### config.mk
export PLATFORM = sky130hd
export DESIGN_NAME = esm_fetch_decode
export DESIGN_NICKNAME = d
export VERILOG_FILES = /design/src/rtl/esm_pkg.sv /design/src/rtl/esm_instr_decoder.sv /design/src/rtl/esm_fetch_decode.sv
export SDC_FILE = /design/constraint.sdc
export NUM_CORES = 2
export LEC_CHECK = 0
export BUFFER_PORTS_ARGS = -buffer_cell sky130_fd_sc_hd__buf_2
export CAP_MARGIN = 30
export CORE_ASPECT_RATIO = 1.75
export CORE_UTILIZATION = 55
export DETAILED_ROUTE_END_ITERATION = 16
export HOLD_SLACK_MARGIN = 0.12
export PLACE_DENSITY = 0.71
export SYNTH_ARGS = -nofsm -noshare
export SYNTH_HDL_FRONTEND = slang
export SYNTH_SLANG_ARGS = --single-unit
### constraint.sdc
create_clock -name clk -period 3.95 [get_ports clk]
set_input_delay 0.79 -clock clk [delete_from_list [all_inputs] [get_ports clk]]
set_output_delay 0.79 -clock clk [all_outputs]
set_load 0.05 [all_outputs]
### src/rtl/esm_pkg.sv
// Shared definitions for the ESM feeder and ESM-side logic:
// RV32I opcodes, feeder states and the end-of-stream word.
package esm_pkg;

    localparam logic [6:0] OP_R      = 7'b0110011;
    localparam logic [6:0] OP_IMM    = 7'b0010011;
    localparam logic [6:0] OP_LOAD   = 7'b0000011;
    localparam logic [6:0] OP_STORE  = 7'b0100011;
    localparam logic [6:0] OP_BRANCH = 7'b1100011;
    localparam logic [6:0] OP_LUI    = 7'b0110111;
    localparam logic [6:0] OP_AUIPC  = 7'b0010111;
    localparam logic [6:0] OP_JAL    = 7'b1101111;
    localparam logic [6:0] OP_JALR   = 7'b1100111;

    localparam logic [31:0] ZERO_WORD = 32'h0000_0000;

    typedef enum logic [1:0] {
        S_IDLE,
        S_FETCH,
        S_DONE
    } state_e;

endpackage

### src/rtl/esm_instr_decoder.sv
// Combinational RV32I opcode decoder producing RegWrite and ALUSrc.
// Unlisted opcodes (store, branch, zero word) decode to 0 where not set.
module esm_instr_decoder
    import esm_pkg::*;
(
    input  logic [6:0] opcode_i,
    output logic       reg_write_o,
    output logic       alu_src_o
);

    always_comb begin
        reg_write_o = 1'b0;
        alu_src_o   = 1'b0;
        case (opcode_i)
            OP_R: begin
                reg_write_o = 1'b1;
            end
            OP_IMM, OP_LOAD, OP_LUI, OP_AUIPC, OP_JALR: begin
                reg_write_o = 1'b1;
                alu_src_o   = 1'b1;
            end
            OP_JAL: begin
                reg_write_o = 1'b1;
            end
            OP_STORE: begin
                alu_src_o   = 1'b1;
            end
            default: begin
                reg_write_o = 1'b0;
                alu_src_o   = 1'b0;
            end
        endcase
    end

endmodule

### src/rtl/esm_fetch_decode.sv
// Instruction feeder for the ESM buffer: loadable imem, pc walker,
// registered instruction plus decoded control, zero words once done.
module esm_fetch_decode
    import esm_pkg::*;
#(
    parameter int Instruction_word_size = 32,
    parameter int IMEM_DEPTH            = 64,
    parameter int AW                    = $clog2(IMEM_DEPTH)
) (
    input  logic                             clk,
    input  logic                             rst,
    input  logic                             load_we,
    input  logic [AW-1:0]                    load_addr,
    input  logic [Instruction_word_size-1:0] load_data,
    input  logic [AW:0]                      prog_len,
    input  logic                             start,
    input  logic                             stall,
    output logic [Instruction_word_size-1:0] instr_out,
    output logic                             reg_write,
    output logic                             alu_src,
    output logic                             valid,
    output logic                             done,
    output logic [AW-1:0]                    pc
);

    localparam int W = Instruction_word_size;
    localparam logic [AW:0] DEPTH = (AW+1)'(IMEM_DEPTH);

    logic [W-1:0]  imem_q [IMEM_DEPTH];
    state_e        state_q;
    logic [AW:0]   len_q;
    logic [AW:0]   len_d;
    logic [AW-1:0] pc_q;
    logic [W-1:0]  instr_q;
    logic          rw_q;
    logic          as_q;
    logic          valid_q;
    logic          done_q;

    logic [W-1:0]  fetch_w;
    logic          dec_rw;
    logic          dec_as;
    logic          last_d;

    assign fetch_w = imem_q[pc_q];
    assign len_d   = (prog_len > DEPTH) ? DEPTH : prog_len;
    assign last_d  = ({1'b0, pc_q} == (len_q - (AW+1)'(1)));

    esm_instr_decoder u_dec (
        .opcode_i    (fetch_w[6:0]),
        .reg_write_o (dec_rw),
        .alu_src_o   (dec_as)
    );

    // Memory is not reset so a program survives rst.
    always_ff @(posedge clk) begin
        if (load_we && state_q == S_IDLE) begin
            imem_q[load_addr] <= load_data;
        end
    end

    always_ff @(posedge clk or posedge rst) begin
        if (rst) begin
            state_q <= S_IDLE;
            len_q   <= '0;
            pc_q    <= '0;
            instr_q <= '0;
            rw_q    <= 1'b0;
            as_q    <= 1'b0;
            valid_q <= 1'b0;
            done_q  <= 1'b0;
        end else begin
            unique case (state_q)
                S_IDLE, S_DONE: begin
                    instr_q <= W'(ZERO_WORD);
                    rw_q    <= 1'b0;
                    as_q    <= 1'b0;
                    valid_q <= 1'b0;
                    done_q  <= (state_q == S_DONE);
                    if (start) begin
                        if (prog_len == '0) begin
                            state_q <= S_DONE;
                            done_q  <= 1'b1;
                        end else begin
                            len_q   <= len_d;
                            pc_q    <= '0;
                            state_q <= S_FETCH;
                            done_q  <= 1'b0;
                        end
                    end
                end
                S_FETCH: begin
                    if (!stall) begin
                        instr_q <= fetch_w;
                        rw_q    <= dec_rw;
                        as_q    <= dec_as;
                        valid_q <= 1'b1;
                        pc_q    <= pc_q + 1'b1;
                        if (last_d) begin
                            state_q <= S_DONE;
                        end
                    end
                end
                default: begin
                    state_q <= S_IDLE;
                end
            endcase
        end
    end

    assign instr_out = instr_q;
    assign reg_write = rw_q;
    assign alu_src   = as_q;
    assign valid     = valid_q;
    assign done      = done_q;
    assign pc        = pc_q;

endmodule

==> flow_summary_export.csv <==
group,metric,value,unit
grt,grt_max_degree,87,
clocking,cts_root_buffer,"clkbuf_16",
clocking,htreeDepth,4,
die,ios,92,
power,power_switching,15.5,mW
power,power_density,621,nW/um^2
logic_synthesis,yosysMostFrequentCell,"edfxtp_1",
grt,busiest_layer,"met2",
logic_synthesis,synthTopCellsByCount,"edfxtp_1 (2048), mux4_2 (612), nor2_1 (84)",
logic_synthesis,synthArstFlopShare,0.0243,
timing,setup_tns,0,ps
logic_synthesis,synth_enable_flop_cells,2048,
grt,grt_pass1_vias,39300,
logic_synthesis,yosys.area.top_type,"edfxtp_1",
setup_path,r2r_cells,8,
setup_path,cp-start-kind,"flop",
grt,grt_use_met2,0.509,
timing,rsz0062_at_grt,"no",
die,start_util,0.554,
timing,period_needed,3410,ps
placement,numPortBuffers,91,
timing,relSlewSlack,0.295,
grt,antenna_found_initial,15,
clocking,cts_tree,"done",
route,wl_per_cell,36.9,um
cells_and_area,n_fill_cell,9332,
power,seqPwrFrac,0.447,
die,core,145000,sq um
power,power_leakage,28.3,nW
setup_path,path_class,"flop to flop",
power,ir_worst_vdd,0.409,mV
timing,fin_worst_skew,29.2,ps
logic_synthesis,synthTopCellsByArea,"edfxtp_1 (77%), mux4_2 (17%), dfrtp_1 (1.6%), mux2i_1 (0.86%), nor2_1 (0.39%)",
grt,grt_pass1_wl,293000,um
logic_synthesis,netlist_area,80200,sq um
cells_and_area,regArea,62800,sq um
route,route.detailed.drc,0,
route,vias,38100,
power,netSwitchingFraction,0.274,
clocking,cts-buffers-inserted,170,
cells_and_area,post-route-util,0.627,
power,power.total,56.5,mW
min_path,hp-class,"input pin to flop",
outcome,status,"finished clean",
die,die_h,507,um
timing,timing.final.hold_violations,0,
min_path,worstHoldPathCells,1,
grt,grt_usage,0.288,
power,p_int,41.0,mW
die,die_area,147000,sq um
setup_path,required,4620,ps
timing,fmax,293,MHz
setup_path,r2r_slack,540,ps
logic_synthesis,ys_ff_latch,2099,
cells_and_area,final_layout_size_suffix_gt1_frac,0.336,
logic_synthesis,syn_avg_cell_area,24.2,sq um
grt,use_met3,0.0491,
logic_synthesis,ys_types,58,
grt,overflow,0,
setup_path,r2r_end,"reg_write$_DFFE_PP0P_",
route,postRouteWirelength,208000,um
route,viasPerCell,6.74,
cells_and_area,multi_input_area,17100,sq um
die,die_w,291,um
power,p_clk_frac,0.300,
clocking,clockBufferDepth,3,
logic_synthesis,yosys.area.top_type_share,0.766,
clocking,clk_pin_slew,70,ps
setup_path,r2r-start,"pc[2]$_DFFE_PP0P_",
cells_and_area,nets,3691,
logic_synthesis,synth_fp_nets,3365,
timing,setup_viol,0,
setup_path,cp-end-kind,"flop",
logic_synthesis,ys.flop_type,"edfxtp_1",
placement,gp_congestion,0.839,
logic_synthesis,netlist_instances,3313,
die,fp-row-count,185,
min_path,hold_start,"load_data[14]",
setup_path,crit_arrival,4090,ps
timing,worstMarginPinSlew,1060,ps
route,final_antenna_net_count,0,
logic_synthesis,synth_warnings,0,
power,p_comb_frac,0.253,
cells_and_area,area_growth,13.3,%
logic_synthesis,synth-seq-area-share,0.782,
route,drtPass1Iterations,5,
grt,gr-usage-met1,0.341,
route,drt_iter0_drc,4606,
timing,finalCritPeriodShare,0.864,
job,cap_viol_max_count,0,
placement,dpl.hpwl,125000,um
clocking,insertion_delay,800,ps
timing,finalMaxSlewViolations,0,
clocking,cts_sinks,2099,
setup_path,critical_path.max_fanout,25,
min_path,min_to,"imem_q[29][14]$_DFFE_PP_",
[metal layers]
| layer | vias to the layer above | share of wire |
|---|---|---|
| met5 | - | 0.00022 |
| met4 | 8 | 0.057 |
| met3 | 564 | 0.081 |
| met2 | 2167 | 0.53 |
| met1 | 20400 | 0.33 |
| li1 | 15000 | - |
[cell families after synthesis]
family / after synthesis / synth area share
adder cells (fa/ha/maj): 2 / 0.000312
AO/OA/AOI/OAI: 144 / 0.0131
flip-flops: 2099 / 0.782
XOR/XNOR: 12 / 0.00131
multiplexers: 684 / 0.181
AND/OR/NAND/NOR: 189 / 0.0112
buffers and inverters: 183 / 0.0110
[flip-flops by register name, summed over array words and instances (netlist names)]
signal     cells
alu_src        1
done           1
imem_q      2048
instr_out     32
len_q          7
pc             6
reg_write      1
state_q        2
valid          1
[cell usage in the layout (no fill, tap or decap), types with 6 or more instances in the layout]
| cell | count |
|---|---|
| edfxtp_1 | 2048 |
| mux4_2 | 612 |
| clkbuf_16 | 176 |
| buf_4 | 165 |
| buf_2 | 91 |
| buf_12 | 71 |
| mux2i_1 | 69 |
| nor2_4 | 65 |
| dfrtp_1 | 47 |
| clkinv_1 | 36 |
| nand2_1 | 34 |
| clkinv_2 | 34 |
| clkbuf_1 | 29 |
| a22o_1 | 28 |
| o21ai_0 | 24 |
| o221ai_1 | 21 |
| nor2_1 | 19 |
| a21oi_1 | 16 |
| o22ai_1 | 15 |
| bufinv_16 | 14 |
| nand2b_1 | 11 |
| nor2b_1 | 11 |
| nand3_1 | 9 |
| xnor2_1 | 8 |
| nand3b_1 | 7 |
| nor3_1 | 6 |
| or2_2 | 6 |
| a21boi_0 | 6 |
| clkinvlp_4 | 6 |
[layout make-up]
class                   count  share of cell area
clock inverters           102             0.00997
well taps                1870              0.0257
clock buffers             210              0.0504
multi-input cells        1031               0.188
flip-flops and latches   2099               0.691
diodes                      5            0.000138
repair buffers            329              0.0347
inverters                   8            0.000413
[stage by stage]
stage	setup slack [ps]	cell area, sq um	hold slack [ps]	cells
after floorplan	540	80200	493	3313
after global placement	635	85000	468	5316
after detailed placement	622	85000	470	5318
after CTS	555	90500	213	5631
after global routing	503	90900	222	5651
final	538	90900	242	5654
[worst max-delay path, cell delays in order, from the launching register on]
cell      delay (ps)
dfrtp_4          650
nand2b_1         600
o221ai_1         530
a21oi_1          170
nor4b_1          470
o22ai_1          300
a22o_1           270
a32oi_1          210
o21ai_1           70
[worst max path at each step]
stage,start,to,slack [ps],cells after the start
final,pc[2]$_DFFE_PP0P_,reg_write$_DFFE_PP0P_,540,8
after detailed placement,pc[0]$_DFFE_PP0P_,instr_out[29]$_DFFE_PP0P_,620,6
after floorplan,load_addr[5],imem_q[35][0]$_DFFE_PP_,540,4
after global routing,pc[2]$_DFFE_PP0P_,reg_write$_DFFE_PP0P_,500,8
after global placement,pc[2]$_DFFE_PP0P_,reg_write$_DFFE_PP0P_,640,8
after CTS,pc[0]$_DFFE_PP0P_,instr_out[28]$_DFFE_PP0P_,550,6
[power by group through the flow]
stage | clock network [mW] | logic [mW] | registers [mW]
3_5_place_dp | 0 | 14.3 | 25.7
4_1_cts | 17.1 | 14.4 | 25.3
3_3_place_gp | 0 | 14.2 | 25.7
2_1_floorplan | 0 | 9.77 | 26.0
5_1_grt | 17.9 | 15.0 | 25.2
6_report | 16.9 | 14.3 | 25.2
[repair_timing]
| item | 4_1_cts | 5_1_grt |
|---|---|---|
| hold buffers | 1 | 0 |
| endpoints found under the hold margin | 20 | 0 |
| endpoints found under the setup margin | 0 | 0 |
| buffers inserted | 0 | 0 |
| resized for setup | 0 | 0 |
(Power assumes the default switching activity.)
